### config.mk
export PLATFORM = sky130hd
export DESIGN_NAME = pio_shift_ctrl
export DESIGN_NICKNAME = d
export VERILOG_FILES = /design/src/rtl/pio_pkg.sv /design/src/rtl/pio_autopush_track.sv /design/src/rtl/pio_shift_ctrl.sv
export SDC_FILE = /design/constraint.sdc
export NUM_CORES = 1
export LEC_CHECK = 0
export ABC_AREA = 0
export ABC_CLOCK_PERIOD_IN_PS = 5400
export CAP_MARGIN = 10
export CORE_MARGIN = 2
export CORE_UTILIZATION = 32
export DETAILED_ROUTE_END_ITERATION = 8
export PLACE_DENSITY = 0.82
export SYNTH_ARGS = -nofsm -noshare
export SYNTH_HDL_FRONTEND = slang
export SYNTH_HIERARCHICAL = 1
export SYNTH_SLANG_ARGS = --single-unit
export TNS_END_PERCENT = 20
### constraint.sdc
create_clock -name clk -period 5.4 [get_ports clk]
set_clock_uncertainty 0.15 [all_clocks]
set_input_delay 1.62 -clock clk [delete_from_list [all_inputs] [get_ports clk]]
set_output_delay 1.62 -clock clk [all_outputs]
set_load 0.01 [all_outputs]
### src/rtl/pio_pkg.sv
// Shared definitions for the PIO shift controller: FSM states, decoded op codes
// and the 5-bit threshold helper where 0 stands for a full 32-bit word.
package pio_pkg;

  localparam int PIO_W = 32;

  typedef enum logic [1:0] {
    ST_RUN       = 2'd0,
    ST_WAIT_PULL = 2'd1,
    ST_WAIT_PUSH = 2'd2
  } state_t;

  typedef enum logic [2:0] {
    OP_NONE = 3'd0,
    OP_PULL = 3'd1,
    OP_PUSH = 3'd2,
    OP_OUT  = 3'd3,
    OP_IN   = 3'd4
  } op_t;

  function automatic logic [5:0] th_to_bits(input logic [4:0] th);
    return (th == 5'd0) ? 6'd32 : {1'b0, th};
  endfunction

endpackage

### src/rtl/pio_autopush_track.sv
// Remembers that an IN filled the ISR up to the autopush threshold so the push
// happens on the following enabled cycle; cleared by any completed push.
module pio_autopush_track
  import pio_pkg::*;
(
  input  logic       clk,
  input  logic       reset_n,
  input  logic       cfg_autopush,
  input  logic [4:0] cfg_push_th,
  input  logic [5:0] isr_count,
  input  logic       in_fire,
  input  logic [4:0] in_bits,
  input  logic       push_done,
  output logic       pending
);

  logic       pending_q, pending_d;
  logic [6:0] fill_sum;
  logic       reached;

  // 7-bit sum so a full ISR plus a 32-bit IN cannot wrap below the threshold
  assign fill_sum = {1'b0, isr_count} + {1'b0, th_to_bits(in_bits)};
  assign reached  = fill_sum >= {1'b0, th_to_bits(cfg_push_th)};

  always_comb begin
    pending_d = pending_q;
    if (in_fire && cfg_autopush && reached) pending_d = 1'b1;
    else if (push_done)                     pending_d = 1'b0;
  end

  always_ff @(posedge clk or negedge reset_n) begin
    if (!reset_n) pending_q <= 1'b0;
    else          pending_q <= pending_d;
  end

  assign pending = pending_q;

endmodule

### src/rtl/pio_shift_ctrl.sv
// OSR/ISR sequencer: PULL/PUSH/OUT/IN, autopull refill and autopush, with stall on FIFO blocking.
// Define PIO_AUTOPULL_PREFETCH_EN to refill an exhausted OSR in the background on idle cycles.
module pio_shift_ctrl
  import pio_pkg::*;
#(
  parameter int W = PIO_W
) (
  input  logic         clk,
  input  logic         reset_n,
  input  logic         penable,
  input  logic         op_pull,
  input  logic         op_push,
  input  logic         op_out,
  input  logic         op_in,
  input  logic         op_block,
  input  logic         op_ifx,
  input  logic [4:0]   op_bits,
  input  logic [W-1:0] x_data,
  input  logic         cfg_autopull,
  input  logic         cfg_autopush,
  input  logic [4:0]   cfg_pull_th,
  input  logic [4:0]   cfg_push_th,
  input  logic [5:0]   osr_count,
  input  logic [5:0]   isr_count,
  input  logic [W-1:0] isr_data,
  input  logic         tx_valid,
  input  logic [W-1:0] tx_data,
  output logic         tx_ready,
  input  logic         rx_ready,
  output logic         rx_valid,
  output logic [W-1:0] rx_data,
  output logic         osr_set,
  output logic [W-1:0] osr_din,
  output logic [5:0]   osr_bits,
  output logic         osr_shift_en,
  output logic         isr_set,
  output logic         isr_shift_en,
  output logic [4:0]   shift_amt,
  output logic         stall,
  output logic [1:0]   dbg_state
);

  // Handshakes: tx_ready pops the TX head and rx_valid pushes rx_data, each in the
  // single enabled cycle it is high; the FIFO side must honour both without delay.
  state_t     state_q, state_d;
  op_t        op;
  logic       active, push_pending;
  logic [5:0] pull_th_bits, push_th_bits;
  logic       osr_refill, pull_skip, push_skip;

  always_comb begin
    op = OP_NONE;
    if      (op_pull) op = OP_PULL;
    else if (op_push) op = OP_PUSH;
    else if (op_out)  op = OP_OUT;
    else if (op_in)   op = OP_IN;
  end

  // Reset gates the outputs so an asserted reset_n silences every strobe at once
  assign active       = penable && reset_n;
  assign pull_th_bits = th_to_bits(cfg_pull_th);
  assign push_th_bits = th_to_bits(cfg_push_th);
  assign osr_refill   = cfg_autopull && (osr_count >= pull_th_bits);
  assign pull_skip    = op_ifx && cfg_autopull && (osr_count < pull_th_bits);
  assign push_skip    = op_ifx && (isr_count < push_th_bits);
  assign osr_bits     = 6'd0;

  always_comb begin
    state_d      = state_q;
    stall        = 1'b0;
    tx_ready     = 1'b0;
    rx_valid     = 1'b0;
    rx_data      = '0;
    osr_set      = 1'b0;
    osr_din      = '0;
    osr_shift_en = 1'b0;
    isr_set      = 1'b0;
    isr_shift_en = 1'b0;
    shift_amt    = 5'd0;
    if (active) begin
      unique case (state_q)
        ST_RUN: begin
          if (push_pending && !rx_ready) begin
            stall   = 1'b1;
            state_d = ST_WAIT_PUSH;
          end else begin
            if (push_pending) begin
              rx_valid = 1'b1;
              rx_data  = isr_data;
              isr_set  = 1'b1;
            end
            unique case (op)
              OP_PULL: begin
                if (!pull_skip) begin
                  if (tx_valid) begin
                    tx_ready = 1'b1;
                    osr_set  = 1'b1;
                    osr_din  = tx_data;
                  end else if (op_block) begin
                    stall   = 1'b1;
                    state_d = ST_WAIT_PULL;
                  end else begin
                    osr_set = 1'b1;
                    osr_din = x_data;
                  end
                end
              end
              OP_PUSH: begin
                if (push_pending) begin
                  stall = 1'b1;
                end else if (!push_skip) begin
                  if (rx_ready) begin
                    rx_valid = 1'b1;
                    rx_data  = isr_data;
                    isr_set  = 1'b1;
                  end else if (op_block) begin
                    stall   = 1'b1;
                    state_d = ST_WAIT_PUSH;
                  end
                end
              end
              OP_OUT: begin
                // Exhausted OSR: refill first and let the OUT re-issue on the fresh word
                if (osr_refill) begin
                  stall = 1'b1;
                  if (tx_valid) begin
                    tx_ready = 1'b1;
                    osr_set  = 1'b1;
                    osr_din  = tx_data;
                  end else begin
                    state_d = ST_WAIT_PULL;
                  end
                end else begin
                  osr_shift_en = 1'b1;
                  shift_amt    = op_bits;
                end
              end
              OP_IN: begin
                if (push_pending) begin
                  stall = 1'b1;
                end else begin
                  isr_shift_en = 1'b1;
                  shift_amt    = op_bits;
                end
              end
              default: begin
`ifdef PIO_AUTOPULL_PREFETCH_EN
                if (osr_refill && tx_valid) begin
                  tx_ready = 1'b1;
                  osr_set  = 1'b1;
                  osr_din  = tx_data;
                end
`endif
              end
            endcase
          end
        end
        ST_WAIT_PULL: begin
          stall = 1'b1;
          if (tx_valid) begin
            tx_ready = 1'b1;
            osr_set  = 1'b1;
            osr_din  = tx_data;
            stall    = op_out;
            state_d  = ST_RUN;
          end
        end
        ST_WAIT_PUSH: begin
          stall = 1'b1;
          if (rx_ready) begin
            rx_valid = 1'b1;
            rx_data  = isr_data;
            isr_set  = 1'b1;
            stall    = push_pending && (op_in || op_push);
            state_d  = ST_RUN;
          end
        end
        default: state_d = ST_RUN;
      endcase
    end
  end

  always_ff @(posedge clk or negedge reset_n) begin
    if (!reset_n)     state_q <= ST_RUN;
    else if (penable) state_q <= state_d;
  end

  assign dbg_state = state_q;

  pio_autopush_track u_autopush_track (
    .clk          (clk),
    .reset_n      (reset_n),
    .cfg_autopush (cfg_autopush),
    .cfg_push_th  (cfg_push_th),
    .isr_count    (isr_count),
    .in_fire      (isr_shift_en),
    .in_bits      (op_bits),
    .push_done    (isr_set),
    .pending      (push_pending)
  );

endmodule
# Yosys cells after proc, flatten, opt, wreduce, memory -nomap -nowiden
# Index checks and enable logic that the tools add are counted.
# W data, S select, Z words.
[classes] n_lt_le_gt_ge=4 add_sub_neg=1 muxes=93 n_eq_ne=18 reduce_logical=17
[op_table] cell="$mux W32" count=15
[op_table] cell="$pmux W32 S2" count=3
[op_table] cell="$mux W1" count=41
[op_table] cell="$ne A4 B4 Y1 const B" count=9
[op_table] cell="$mux W5" count=5
[op_table] cell="$mux W2" count=12
[op_table] cell="$mux W6" count=3
[op_table] cell="$logic_not A5 Y1" count=3
[op_table] cell="$reduce_and A14 Y1" count=1
[op_table] cell="$lt A6 B6 Y1" count=2
[op_table] cell="$mux W3" count=4
[op_table] cell="$pmux W2 S3" count=2
[op_table] cell="$pmux W1 S2" count=5
[op_table] cell="$pmux W5 S2" count=1
[op_table] cell="$logic_and A1 B1 Y1" count=9
[op_table] cell="$add A6 B6 Y7" count=1
[op_table] cell="$ge A7 B6 Y1" count=1
[op_table] cell="$eq A3 B2 Y1 const B" count=2
[op_table] cell="$ge A6 B6 Y1" count=1
[op_table] cell="$ne A5 B2 Y1 const B" count=1
[op_table] cell="$ne A2 B2 Y1 const B" count=2
[op_table] cell="$pmux W1 S4" count=1
[op_table] cell="$eq A3 B1 Y1 const B" count=1
[op_table] cell="$eq A3 B3 Y1 const B" count=1
[op_table] cell="7 further kinds" count=7
[totals] wordCells=135 output_inout_bits=84 ff_bits=3 inputBits=136

# Logic depth before layout (Yosys ltp)
[depth] ltp_word=12 depth_mapped=12 depth_no_buf=11

# Modules after synthesis
# Netlist, hierarchy kept.
[modules_own_cells] module="pio_shift_ctrl" seq_area_each_um2=50.0 cells_each=285 area_each_um2=1993.2 instances=1
[modules_own_cells] module="pio_autopush_track" seq_area_each_um2=25.0 cells_each=60 area_each_um2=446.7 instances=1

# Worst setup path before layout
# No wires, ideal clock.
[synth_path] path_type="input port to output port" start="input cfg_pull_th[0]" end="output shift_amt[1]" cell_stages=8 n_path_buf=0 path_slack_ns=0.211 arrival_ns=3.419 required_time_ns=3.630 cell_sequence="nor3_1 nand3_1 ha_1 a21oi_1 o21a_2 o21a_1 o21ai_1 a2111oi_0"
[synth_via] elab_chain_len=9
[synth_rtl] item="start: declaration" line="pio_shift_ctrl.sv:21" text="input logic [4:0] cfg_pull_th,"
[synth_rtl] item="$logic_not A5 Y1" line="pio_pkg.sv:22" text="return (th == 5'd0) ? 6'd32 : {1'b0, th};"
[synth_rtl] item="$mux W6 *" line="pio_pkg.sv:22"
[synth_rtl] item="$ge A6 B6 Y1 *" line="pio_shift_ctrl.sv:63" text="assign osr_refill = cfg_autopull && (osr_count >= pull_th_bits);"
[synth_rtl] item="$logic_and A1 B1 Y1 *" line="pio_shift_ctrl.sv:63"
[synth_rtl] item="$mux W5 *" line="pio_shift_ctrl.sv:124" text="if (osr_refill) begin"
[synth_rtl] item="$pmux W5 S2 *" line="pio_shift_ctrl.sv:92" text="unique case (op)"
[synth_rtl] item="$mux W5 *" line="pio_shift_ctrl.sv:83" text="if (push_pending && !rx_ready) begin"
[synth_rtl] item="$mux W5 *" line="pio_shift_ctrl.sv:81" text="unique case (state_q)"
[synth_rtl] item="$mux W5 *" line="pio_shift_ctrl.sv:80" text="if (active) begin"
[synth_rtl] item="end: declaration" line="pio_shift_ctrl.sv:38" text="output logic [4:0] shift_amt,"
# Every way passes the cells marked *; elsewhere a longest branch is shown, timed or not.

# Worst setup path in the final report
[layout_path] start="input cfg_pull_th[4]" end="output osr_din[30]"
[layout_via] elab_chain_len=9 word_cells_on_any_way=12 classes_between="order compare (2); mux (7); reduce/logical (3)"
[layout_rtl] item="$logic_not A5 Y1" line="pio_pkg.sv:22"
[layout_rtl] item="$mux W6 *" line="pio_pkg.sv:22"
[layout_rtl] item="$ge A6 B6 Y1 / $lt A6 B6 Y1 (equally long branches)" line="pio_shift_ctrl.sv:63, pio_shift_ctrl.sv:64"
[layout_rtl] item="$logic_and A1 B1 Y1, on equally long branches" line="pio_shift_ctrl.sv:63, pio_shift_ctrl.sv:64"
[layout_rtl] item="$mux W32, on equally long branches" line="pio_shift_ctrl.sv:124, pio_shift_ctrl.sv:94"
[layout_rtl] item="$pmux W32 S2 *" line="pio_shift_ctrl.sv:92"
[layout_rtl] item="$mux W32 *" line="pio_shift_ctrl.sv:83"
[layout_rtl] item="$pmux W32 S2 *" line="pio_shift_ctrl.sv:81"
[layout_rtl] item="$mux W32 *" line="pio_shift_ctrl.sv:80"
[layout_rtl] item="end: declaration" line="pio_shift_ctrl.sv:33" text="output logic [W-1:0] osr_din,"
# Marked as above.

==> key figures <==
STA
  • Slew Viols, Final: 0
  • Final hold viol count: 0
  • Tmin final: 5.557 ns
  • Slew margin rel.: 0.6504
  • Final setup viols: 14
  • Tcrit/Tclk final: 1.029
  • Worst-margin pin slew: about 0.52 ns
  • RSZ-0062 raised after global routing: true
  • F_max: approximately 0.18 GHz
  • Setup ws final: -0.1566 ns

Worst hold path
  • Hold EP: dbg_state[0]
  • Hold Crit Depth: 2
  • Worst Hold Launch: dbg_state[0]
  • Worst Hold Class: register to register

Synthesis
  • Netlist cell types: 59
  • Synth area leaders: o31ai_2 (15%), ha_1 (12%), nor3b_1 (9.8%)
  • Synthesized area: between 2000 and 2500 um^2
  • Synth warnings: 6
  • Mean Syn Cell Area: ~7 um^2
  • Post-synth EDFFs: 0
  • Ys flop type: dfrtp_1
  • Most frequent cells after synthesis: inv_1 (55), nand3_1 (40), nor3b_1 (32)
  • Synth Instances: 345
  • Area leader, netlist: o31ai_2
  • Sequential-to-total area share from yosys stat: 0.03077
  • Cell with the most instances after synthesis: inv_1
  • Async set or reset register ratio after synthesis: 1.000
  • #FFs+latches synth: 3
  • Top-area cell type share of the netlist area: 0.1487

Outcome
  • Status: finished with violations
  • Failing checks: negative setup slack

Global routing
  • Pin count of the biggest net entering global routing: 36
  • Initial antenna violation count: 0
  • M1 GR Usage: 0.2913
  • First-pass GRT wire length: 17670 um
  • Met2 GRT Util: 0.4796
  • Global route hottest layer: met2
  • GR Layer Usage met3: 0.03817
  • Vias in the first global route: 3613
  • Grt ovf: 0
  • Total track usage: 0.2564

Worst setup path
  • Slack of the worst reg-to-reg path: between 3 and 4 ns
  • CP Launch Type: primary input
  • Worst reg-to-reg path cell count: 8
  • CP Max Fanout: 5
  • Critical Setup Path Class: primary input to output pin
  • Reg2reg end: u_autopush_track/pending
  • WP data arrival: around 3.8 ns
  • Reg2reg start: u_autopush_track/pending
  • Setup crit end kind: output pin
  • Data required, critical path: 3.63 ns

CTS
  • CTS Buf Count: 3
  • Bufs on Longest Clock Path: 2
  • CTS sink cnt: 3
  • CTS tree: yes
  • Clock-pin slew on the worst setup and hold paths: ~0.03 ns
  • Root Buffer: clkbuf_8
  • Cts hold-fix bufs: 0
  • CTS H-tree depth: 1
  • Skew-Pair Late Insertion Delay: ~0.22 ns

Place
  • GPL Wtd Cong: between 0.9 and 1
  • Setup WS pre-CTS: -0.7737 ns
  • I/O Buffers: 213
  • HPWL after DPL: 8567 um
  • Cell Area, Placed: 4945 um^2

Layout
  • Layout cell share with drive strength beyond 1: 0.3904
  • Antenna Cells: 0
  • Final nets: between 700 and 800
  • # fillers: 556
  • P&R area growth vs syn: 118.8%
  • Post-route cell area: 5338 um^2

Floorplanning
  • Die area: approximately 8300 um^2
  • Initial Util: 0.3328
  • Die X: just over 90 um
  • Core area: around 7300 um^2
  • Top Ports: 220
  • Die Span Y: 91.32 um
  • Num rows: 31

Routing
  • Wire per inst: between 15 and 20 um
  • Via count: between 3000 and 4000
  • Vias/cell: just over 5
  • Post-route ant nets: 0
  • Initial DRC count: around 110
  • Drc violations: 0
  • DR pass1 iterations: 4
  • DRT Wirelength: 11790 um

Flow run
  • Max cap viols: 0

Pwr
  • Total power: around 730 uW
  • VDD IR-drop max: 0.08145 mV
  • Pleak: ~0.0024 uW
  • Pwr dens: between 100 and 150 nW/um^2
[layout make-up]
class                           count  area, um^2  area share
Timing Repair Buffer              289        2582      0.4838
Multi-Input combinational cell    256        2305      0.4318
Inverter                           55       206.4     0.03868
Tap cell                           99       123.9     0.02321
Sequential cell                     3       75.07     0.01406
Clock buffer                        4       45.04    0.008439
[placed cells by master (no fill, tap or decap), types with 5 or more instances in the layout]
cell type	n
inv_1	51
o31ai_2	30
nand2_1	13
nor3b_2	6
buf_4	55
ha_1	18
buf_6	8
clkdlybuf4s50_1	116
o21ai_0	6
clkdlybuf4s15_1	10
dlygate4sd2_1	13
nand3_1	28
buf_2	39
clkbuf_2	25
buf_8	5
conb_1	6
buf_12	7
nor2b_1	6
a21oi_1	12
nor3b_1	26
nand3_2	12
o211ai_1	5
nor2_1	13
clkdlybuf4s15_2	5
[layer usage]
metal  routed length (um)  part of all wire  vias to the layer above
met2                 6287              0.53                      157
met4                  270             0.023                        0
met3                  665             0.056                       28
met1                 4569              0.39                     1705
met5                    0                 0                        -
li1                     -                 -                     1745
[worst max-delay path, cell delays in order]
cell             delay (ns)
clkdlybuf4s15_1        0.19
inv_2                  0.04
buf_4                  0.12
ha_1                   0.30
nand2_2                0.07
o21a_4                 0.24
buf_4                  0.14
o21ai_4                0.07
a211oi_4               0.09
buf_6                  0.14
buf_12                 0.12
buf_8                  0.12
buf_6                  0.11
o31ai_4                0.23
buf_2                  0.17
[sequential cells by signal, summed over array words and instances, names as in the netlist]
register                  cells
dbg_state                     2
u_autopush_track/pending      1
[kinds of logic after synthesis]
kind of cell,count (synthesis),share of synthesized area
compound gates,92,0.3482
xor+xnor,4,0.01436
fa+ha+maj,24,0.1262
buf+inv,91,0.1703
flops,3,0.03077
mux,1,0.004103
other cells,1,0.001537
simple gates,129,0.3046
[stage by stage]
stage               cells  TNS (ns)  utilization  hold WS, ns
finish                706   -0.5519       0.7281       0.6352
CTS                   694   -0.1503       0.7071       0.6494
global placement      672    -45.66       0.6745       0.6209
floorplan             350         0            -       0.5339
detailed placement    672    -47.11       0.6745       0.6473
global route          706    -3.667       0.7281       0.6847
[worst max path at each step]
| stage | from | end | cells past startpoint |
|---|---|---|---|
| 5_1_grt | cfg_pull_th[2] | osr_din[30] | 14 |
| 4_1_cts | cfg_pull_th[2] | osr_din[30] | 14 |
| 3_3_place_gp | cfg_pull_th[0] | osr_din[31] | 11 |
| 6_report | cfg_pull_th[4] | osr_din[30] | 15 |
| 2_1_floorplan | cfg_pull_th[0] | shift_amt[1] | 8 |
| 3_5_place_dp | cfg_pull_th[0] | shift_amt[1] | 11 |
[what timing repair did]
| item | in CTS | in global routing |
|---|---|---|
| pin swaps | 23 | 13 |
| gates cloned | 1 | 3 |
| resized for setup | 232 | 148 |
| endpoints found under the setup margin | 76 | 71 |
| buffers inserted | 17 | 9 |
[power breakdown]
group / total, uW / internal, uW / switching, uW / leakage, uW
Clock: 66.5 / 50.4 / 16.1 / 0.0000228
Combinational: 623 / 337 / 286 / 0.00238
Sequential: 45.0 / 27.3 / 17.7 / 0.0000406
Power figures use the tool's default switching activity.
